[config.mk]
export PLATFORM = sky130hd
export DESIGN_NAME = store_unit
export DESIGN_NICKNAME = d
export VERILOG_FILES = /design/src/rtl/store_pkg.sv /design/src/rtl/store_format.sv /design/src/rtl/store_unit.sv
export SDC_FILE = /design/constraint.sdc
export NUM_CORES = 1
export LEC_CHECK = 0
export BUFFER_PORTS_ARGS = -buffer_cell sky130_fd_sc_hd__buf_4
export CAP_MARGIN = 40
export CORE_MARGIN = 2
export CORE_UTILIZATION = 40
export CTS_CLUSTER_DIAMETER = 200
export DETAILED_ROUTE_END_ITERATION = 12
export PLACE_DENSITY = 0.66
export RECOVER_POWER = 25
export REMOVE_ABC_BUFFERS = 1
export SLEW_MARGIN = 40
export SYNTH_ARGS = -nofsm -noshare
export SYNTH_HDL_FRONTEND = slang
export SYNTH_SLANG_ARGS = --single-unit
[constraint.sdc]
create_clock -name clk -period 4 [get_ports clk]
set_input_delay 0.4 -clock clk [delete_from_list [all_inputs] [get_ports clk]]
set_output_delay 0.4 -clock clk [all_outputs]
set_load 0.01 [all_outputs]
[src/rtl/store_pkg.sv]
// Shared types for the store path: opcode encodings, lane count and the buffered store entry.
package store_pkg;

    localparam int unsigned LANES       = 4;
    localparam int unsigned WORD_ADDR_W = 30;
    localparam int unsigned DATA_W      = 32;

    typedef enum logic [2:0] {
        OP_SB  = 3'b000,
        OP_SH  = 3'b001,
        OP_SW  = 3'b010,
        OP_SWL = 3'b011,
        OP_SWR = 3'b100
    } st_op_t;

    typedef struct packed {
        logic [WORD_ADDR_W-1:0] addr;
        logic [DATA_W-1:0]      data;
        logic [LANES-1:0]       be;
    } st_entry_t;

endpackage

[src/rtl/store_format.sv]
// Combinational store formatter: op/address/rt into word address, byte enables and lane-aligned data.
module store_format
    import store_pkg::*;
(
    input  logic [2:0]  op,
    input  logic [31:0] addr,
    input  logic [31:0] data,
    output logic        legal_c,
    output st_entry_t   entry_c
);

    logic [1:0] o;

    assign o = addr[1:0];

    // Little-endian: the byte at offset o lives in lane o.
    always_comb begin
        legal_c      = 1'b1;
        entry_c.addr = addr[31:2];
        entry_c.be   = '0;
        entry_c.data = '0;
        case (st_op_t'(op))
            OP_SB: begin
                entry_c.be   = 4'b0001 << o;
                entry_c.data = {24'h0, data[7:0]} << {o, 3'b000};
            end
            OP_SH: begin
                legal_c      = ~o[0];
                entry_c.be   = 4'b0011 << o;
                entry_c.data = {16'h0, data[15:0]} << {o, 3'b000};
            end
            OP_SW: begin
                legal_c      = (o == 2'b00);
                entry_c.be   = 4'b1111;
                entry_c.data = data;
            end
            OP_SWL: begin
                entry_c.be   = 4'b1111 >> (2'd3 - o);
                entry_c.data = data >> {2'd3 - o, 3'b000};
            end
            OP_SWR: begin
                entry_c.be   = 4'b1111 << o;
                entry_c.data = data << {o, 3'b000};
            end
            default: legal_c = 1'b0;
        endcase
    end

endmodule

[src/rtl/store_unit.sv]
// Store unit: formats store requests, buffers them in a FIFO and drains them as Avalon-style writes.
module store_unit
    import store_pkg::*;
#(
    parameter int unsigned DEPTH = 4
) (
    input  logic                     clk,
    input  logic                     rst_n,
    input  logic                     req_valid,
    output logic                     req_ready,
    input  logic [2:0]               req_op,
    input  logic [31:0]              req_addr,
    input  logic [31:0]              req_data,
    output logic                     req_err,
    output logic [31:0]              avm_address,
    output logic                     avm_write,
    output logic [31:0]              avm_writedata,
    output logic [3:0]               avm_byteenable,
    input  logic                     avm_waitrequest,
    output logic                     done,
    output logic                     busy,
    output logic [$clog2(DEPTH):0]   count
);

    localparam int unsigned PTR_W = $clog2(DEPTH);
    localparam int unsigned CNT_W = $clog2(DEPTH) + 1;

    typedef enum logic {S_IDLE, S_WRITE} state_t;

    state_t           state, state_nxt;
    st_entry_t        fifo_mem [DEPTH];
    logic [PTR_W-1:0] wr_ptr, rd_ptr;
    logic             rdy_en;
    logic             fmt_legal_c;
    st_entry_t        fmt_entry_c;
    st_entry_t        load_entry_c;
    logic             accept_c, push_c, pop_c, load_c, load_next_c, write_nxt_c;

    store_format u_format (
        .op      (req_op),
        .addr    (req_addr),
        .data    (req_data),
        .legal_c (fmt_legal_c),
        .entry_c (fmt_entry_c)
    );

    // rdy_en keeps req_ready low while reset is asserted.
    assign req_ready    = rdy_en && (count < CNT_W'(DEPTH));
    assign accept_c     = req_valid && req_ready;
    assign push_c       = accept_c && fmt_legal_c;
    assign busy         = (count != '0) || avm_write;
    assign load_entry_c = load_next_c ? fifo_mem[rd_ptr + PTR_W'(1)] : fifo_mem[rd_ptr];

    always_ff @(posedge clk or negedge rst_n) begin
        if (!rst_n) state <= S_IDLE;
        else        state <= state_nxt;
    end

    // The head entry stays queued until its write completes, so count includes the in-flight write.
    always_comb begin
        state_nxt   = state;
        pop_c       = 1'b0;
        load_c      = 1'b0;
        load_next_c = 1'b0;
        write_nxt_c = avm_write;
        case (state)
            S_IDLE: begin
                if (count != '0) begin
                    load_c      = 1'b1;
                    write_nxt_c = 1'b1;
                    state_nxt   = S_WRITE;
                end
            end
            S_WRITE: begin
                if (!avm_waitrequest) begin
                    pop_c = 1'b1;
                    if (count >= CNT_W'(2)) begin
                        load_c      = 1'b1;
                        load_next_c = 1'b1;
                    end else begin
                        write_nxt_c = 1'b0;
                        state_nxt   = S_IDLE;
                    end
                end
            end
            default: state_nxt = S_IDLE;
        endcase
    end

    always_ff @(posedge clk) begin
        if (push_c) fifo_mem[wr_ptr] <= fmt_entry_c;
    end

    always_ff @(posedge clk or negedge rst_n) begin
        if (!rst_n) begin
            wr_ptr         <= '0;
            rd_ptr         <= '0;
            count          <= '0;
            rdy_en         <= 1'b0;
            req_err        <= 1'b0;
            done           <= 1'b0;
            avm_write      <= 1'b0;
            avm_address    <= '0;
            avm_writedata  <= '0;
            avm_byteenable <= '0;
        end else begin
            rdy_en    <= 1'b1;
            req_err   <= accept_c && !fmt_legal_c;
            done      <= pop_c;
            avm_write <= write_nxt_c;
            if (push_c) wr_ptr <= wr_ptr + PTR_W'(1);
            if (pop_c)  rd_ptr <= rd_ptr + PTR_W'(1);
            case ({push_c, pop_c})
                2'b10:   count <= count + CNT_W'(1);
                2'b01:   count <= count - CNT_W'(1);
                default: count <= count;
            endcase
            if (load_c) begin
                avm_address    <= {load_entry_c.addr, 2'b00};
                avm_writedata  <= load_entry_c.data;
                avm_byteenable <= load_entry_c.be;
            end
        end
    end

endmodule

==> results.yml <==
routing:
  wirelength_um: 36900
  via_per_inst: 5.74
  drc_errors: 0
  vias: 9548
  drt-wirelength-per-cell_um: 22.2
  dr.pass1.iters: 7
  ant_nets: 0
  drtIter0Drc: 913
worst_setup_path:
  regToRegEndpoint: "fifo_mem[0][39]"
  critPathKind: "reg -> reg"
  crit_fanout: 32
  reg2reg_depth: 5
  worst_setup_path_end_kind: "flip-flop"
  r2r-start: "count[2]"
  required_ns: 4.19
  crit_arrival_ns: 2.63
  rrSetupSlack_ns: 1.56
  startpoint_type: "flip-flop"
grt:
  antenna_found_initial: 0
  top_usage_layer: "met2"
  grt_start_max_net_pins: 67
  grt_pass1_wl_um: 56800
  grtUsageMet1_pct: 26.5
  globalRouteTotalUtil_pct: 18.0
  grt_overflow_total: 0
  grt_pass1_vias: 9507
  grtUsageMet2_pct: 28.4
  gr-usage-met3_pct: 3.10
worst_hold_path:
  min_from: "req_addr[17]"
  min_path_cells: 1
  hold_path_end: "fifo_mem[2][51]"
  hp-class: "in -> reg"
timing:
  finalCritPeriodShare_pct: 61.1
  tightestPinTransition_ns: 1.57
  fin_hold_ws_ns: 0.164
  drv_slew: 23
  fmax_mhz: 409
  slew_headroom_pct: -4.64
  period_minus_slack_ns: 2.44
  finalSetupTns_ns: 0
  fin_skew_ns: 0.0117
  rsz0062_at_grt: "false"
  hold_viol: 0
  finalSetupViolCount: 0
layout:
  antennaDiodeCount: 0
  area_growth_syn_to_layout_pct: 17.6
  final_nets: 1195
  drive_gt1_share_pct: 30.9
  design_area_mm2: 0.0186
  final_cell_count_no_fill: 1662
  nFillCells: 3321
synth:
  synth.largest_area_cell: "edfxtp_1"
  netlist_top_cells_count: "edfxtp_1 (264), mux4_2 (133), nor2_1 (94)"
  synth_edf_count: 264
  ys_ff_latch: 342
  dominantRegCellSynth: "edfxtp_1"
  ys_types: 54
  synth_cells: 980
  yosysSeqAreaShare_pct: 62.4
  yosys.area.top_type_share_pct: 50.1
  async_flop_share_pct: 22.8
  yosys_warnings: 0
  syn_area_mm2: 0.0158
  avgSynthCellArea_um2: 16.1
  synth_area_leaders: "edfxtp_1 (50%), mux4_2 (19%), dfrtp_1 (12%)"
  yosysMostFrequentCell: "edfxtp_1"
floorplanning:
  fp.coreArea_mm2: 0.0388
  fp.dieW_um: 203
  chipHeight_um: 203
  initial_core_util_pct: 40.7
  die_area_mm2: 0.0412
  row_count: 72
  pin_count: 147
placement:
  placed_area_mm2: 0.0175
  dp_cells: 1597
  routabilityCongestion: 0.828
  hpwl_um: 24500
  port_buffers: 144
flow_run:
  drv_cap: 1
power:
  power_density_mw_per_mm2: 680
  worst_ir_drop_vdd_v: 0.000317
  total_power_mw: 12.6
  leakagePower_nw: 6.50
cts:
  htree_levels: 2
  clkSinkCount: 342
  cts_buffer_depth: 3
  cts_buffers: 35
  clkTransAtPathRegs_ns: 0.06
  cts-root-buf: "clkbuf_16"
  post_cts_buffers: 0
  insertion_delay_ns: 0.51
  cts_tree: "built"
run_status:
  violations: "capacitance limit, slew limit"
  status: "complete, but fails checks"
## logic make-up after synthesis
kind of cell,after synthesis,share of synthesized area [%]
buf+inv,84,2.77
mux,153,20.3
xor+xnor,7,0.388
other cells,2,0.0475
fa+ha+maj,6,0.522
flops,342,62.4
compound gates,153,7.01
simple gates,233,6.54
## what timing repair did
item / in CTS / in global routing
setup endpoints to repair: 0 / 0
hold endpoints to repair: 0 / 56
resized for setup: 0 / 0
hold buffers: 0 / 1
## final cells by class
| cell class | count | area [um^2] | share of cell area (%) |
|---|---|---|---|
| Multi-Input combinational cell | 555 | 5540 | 29.8 |
| Clock buffer | 45 | 966 | 5.19 |
| Timing Repair Buffer | 174 | 1280 | 6.89 |
| Sequential cell | 342 | 9890 | 53.1 |
| Inverter | 10 | 37.5 | 0.202 |
| Tap cell | 518 | 648 | 3.48 |
| Clock inverter | 18 | 244 | 1.31 |
## worst max path at each step
stage                 from           endpoint  slack, ns  cells after the start
2_1_floorplan    rd_ptr[0]    avm_address[10]      -2.36                      3
3_3_place_gp   req_addr[0]    fifo_mem[0][37]       1.13                      6
3_5_place_dp   req_addr[0]    fifo_mem[0][37]       1.07                      6
4_1_cts           count[2]    fifo_mem[0][50]       1.54                      5
5_1_grt              rst_n  avm_writedata[19]       1.40                      3
6_report          count[2]    fifo_mem[0][39]       1.56                      5
## cells in the final DEF, fill, tap and decap left out, types with 3 or more instances in the layout
cell type | synthesis | routed
mux2_2 | 10 | 10
xnor2_1 | 4 | 4
o22ai_1 | 21 | 21
and2_4 | 1 | 5
dfrtp_1 | 78 | 76
a22oi_1 | 4 | 4
a222oi_1 | 3 | 3
mux2i_1 | 10 | 10
o221ai_1 | 10 | 10
a31oi_1 | 28 | 28
clkinv_2 | 0 | 8
nand2_1 | 82 | 82
nor2b_1 | 28 | 28
buf_4 | 12 | 134
nor3_1 | 6 | 6
clkbuf_1 | 23 | 38
buf_12 | 0 | 5
a221o_1 | 30 | 30
xor2_1 | 3 | 3
inv_1 | 9 | 10
conb_1 | 2 | 3
edfxtp_1 | 264 | 264
mux4_2 | 133 | 133
o21ai_0 | 24 | 24
a221oi_1 | 7 | 7
ha_1 | 5 | 5
bufinv_16 | 0 | 6
nand2b_1 | 3 | 3
nor2_1 | 94 | 93
a21oi_1 | 14 | 14
clkbuf_16 | 0 | 37
## routing by layer
layer | vias to the layer above | share of wire [%]
met2 | 417 | 47
met3 | 46 | 7.9
met4 | 0 | 1.7
li1 | 4202 | -
met1 | 4883 | 43
met5 | - | 0
## flip-flops by register name, indices dropped and copies added, names as in the netlist
name,count
avm_address,30
avm_byteenable,4
avm_write,1
avm_writedata,32
count,3
done,1
fifo_mem,264
rd_ptr,2
rdy_en,1
req_err,1
state,1
wr_ptr,2
## power breakdown
group	internal [mW]	total (mW)	switching (mW)
clock	2.10	3.41	1.31
sequential	4.37	4.87	0.497
combinational	2.31	4.37	2.06
## critical path, stage by stage, from the launching register on
cell and delay [ns]:
dfrtp_1 0.49, and2b_1 0.26, nand2_1 0.12, and2b_1 0.36
and2_4 0.54, buf_4 0.34
## through the flow
step                      setup slack [ns]  utilization [%]
final                                 1.56             47.9
after global routing                  1.40             47.9
after CTS                             1.54             48.2
after detailed placement              1.07             45.0
after global placement                1.13             44.9
after floorplan                      -2.36                -
Note: power is estimated with default switching activity, not from simulation.
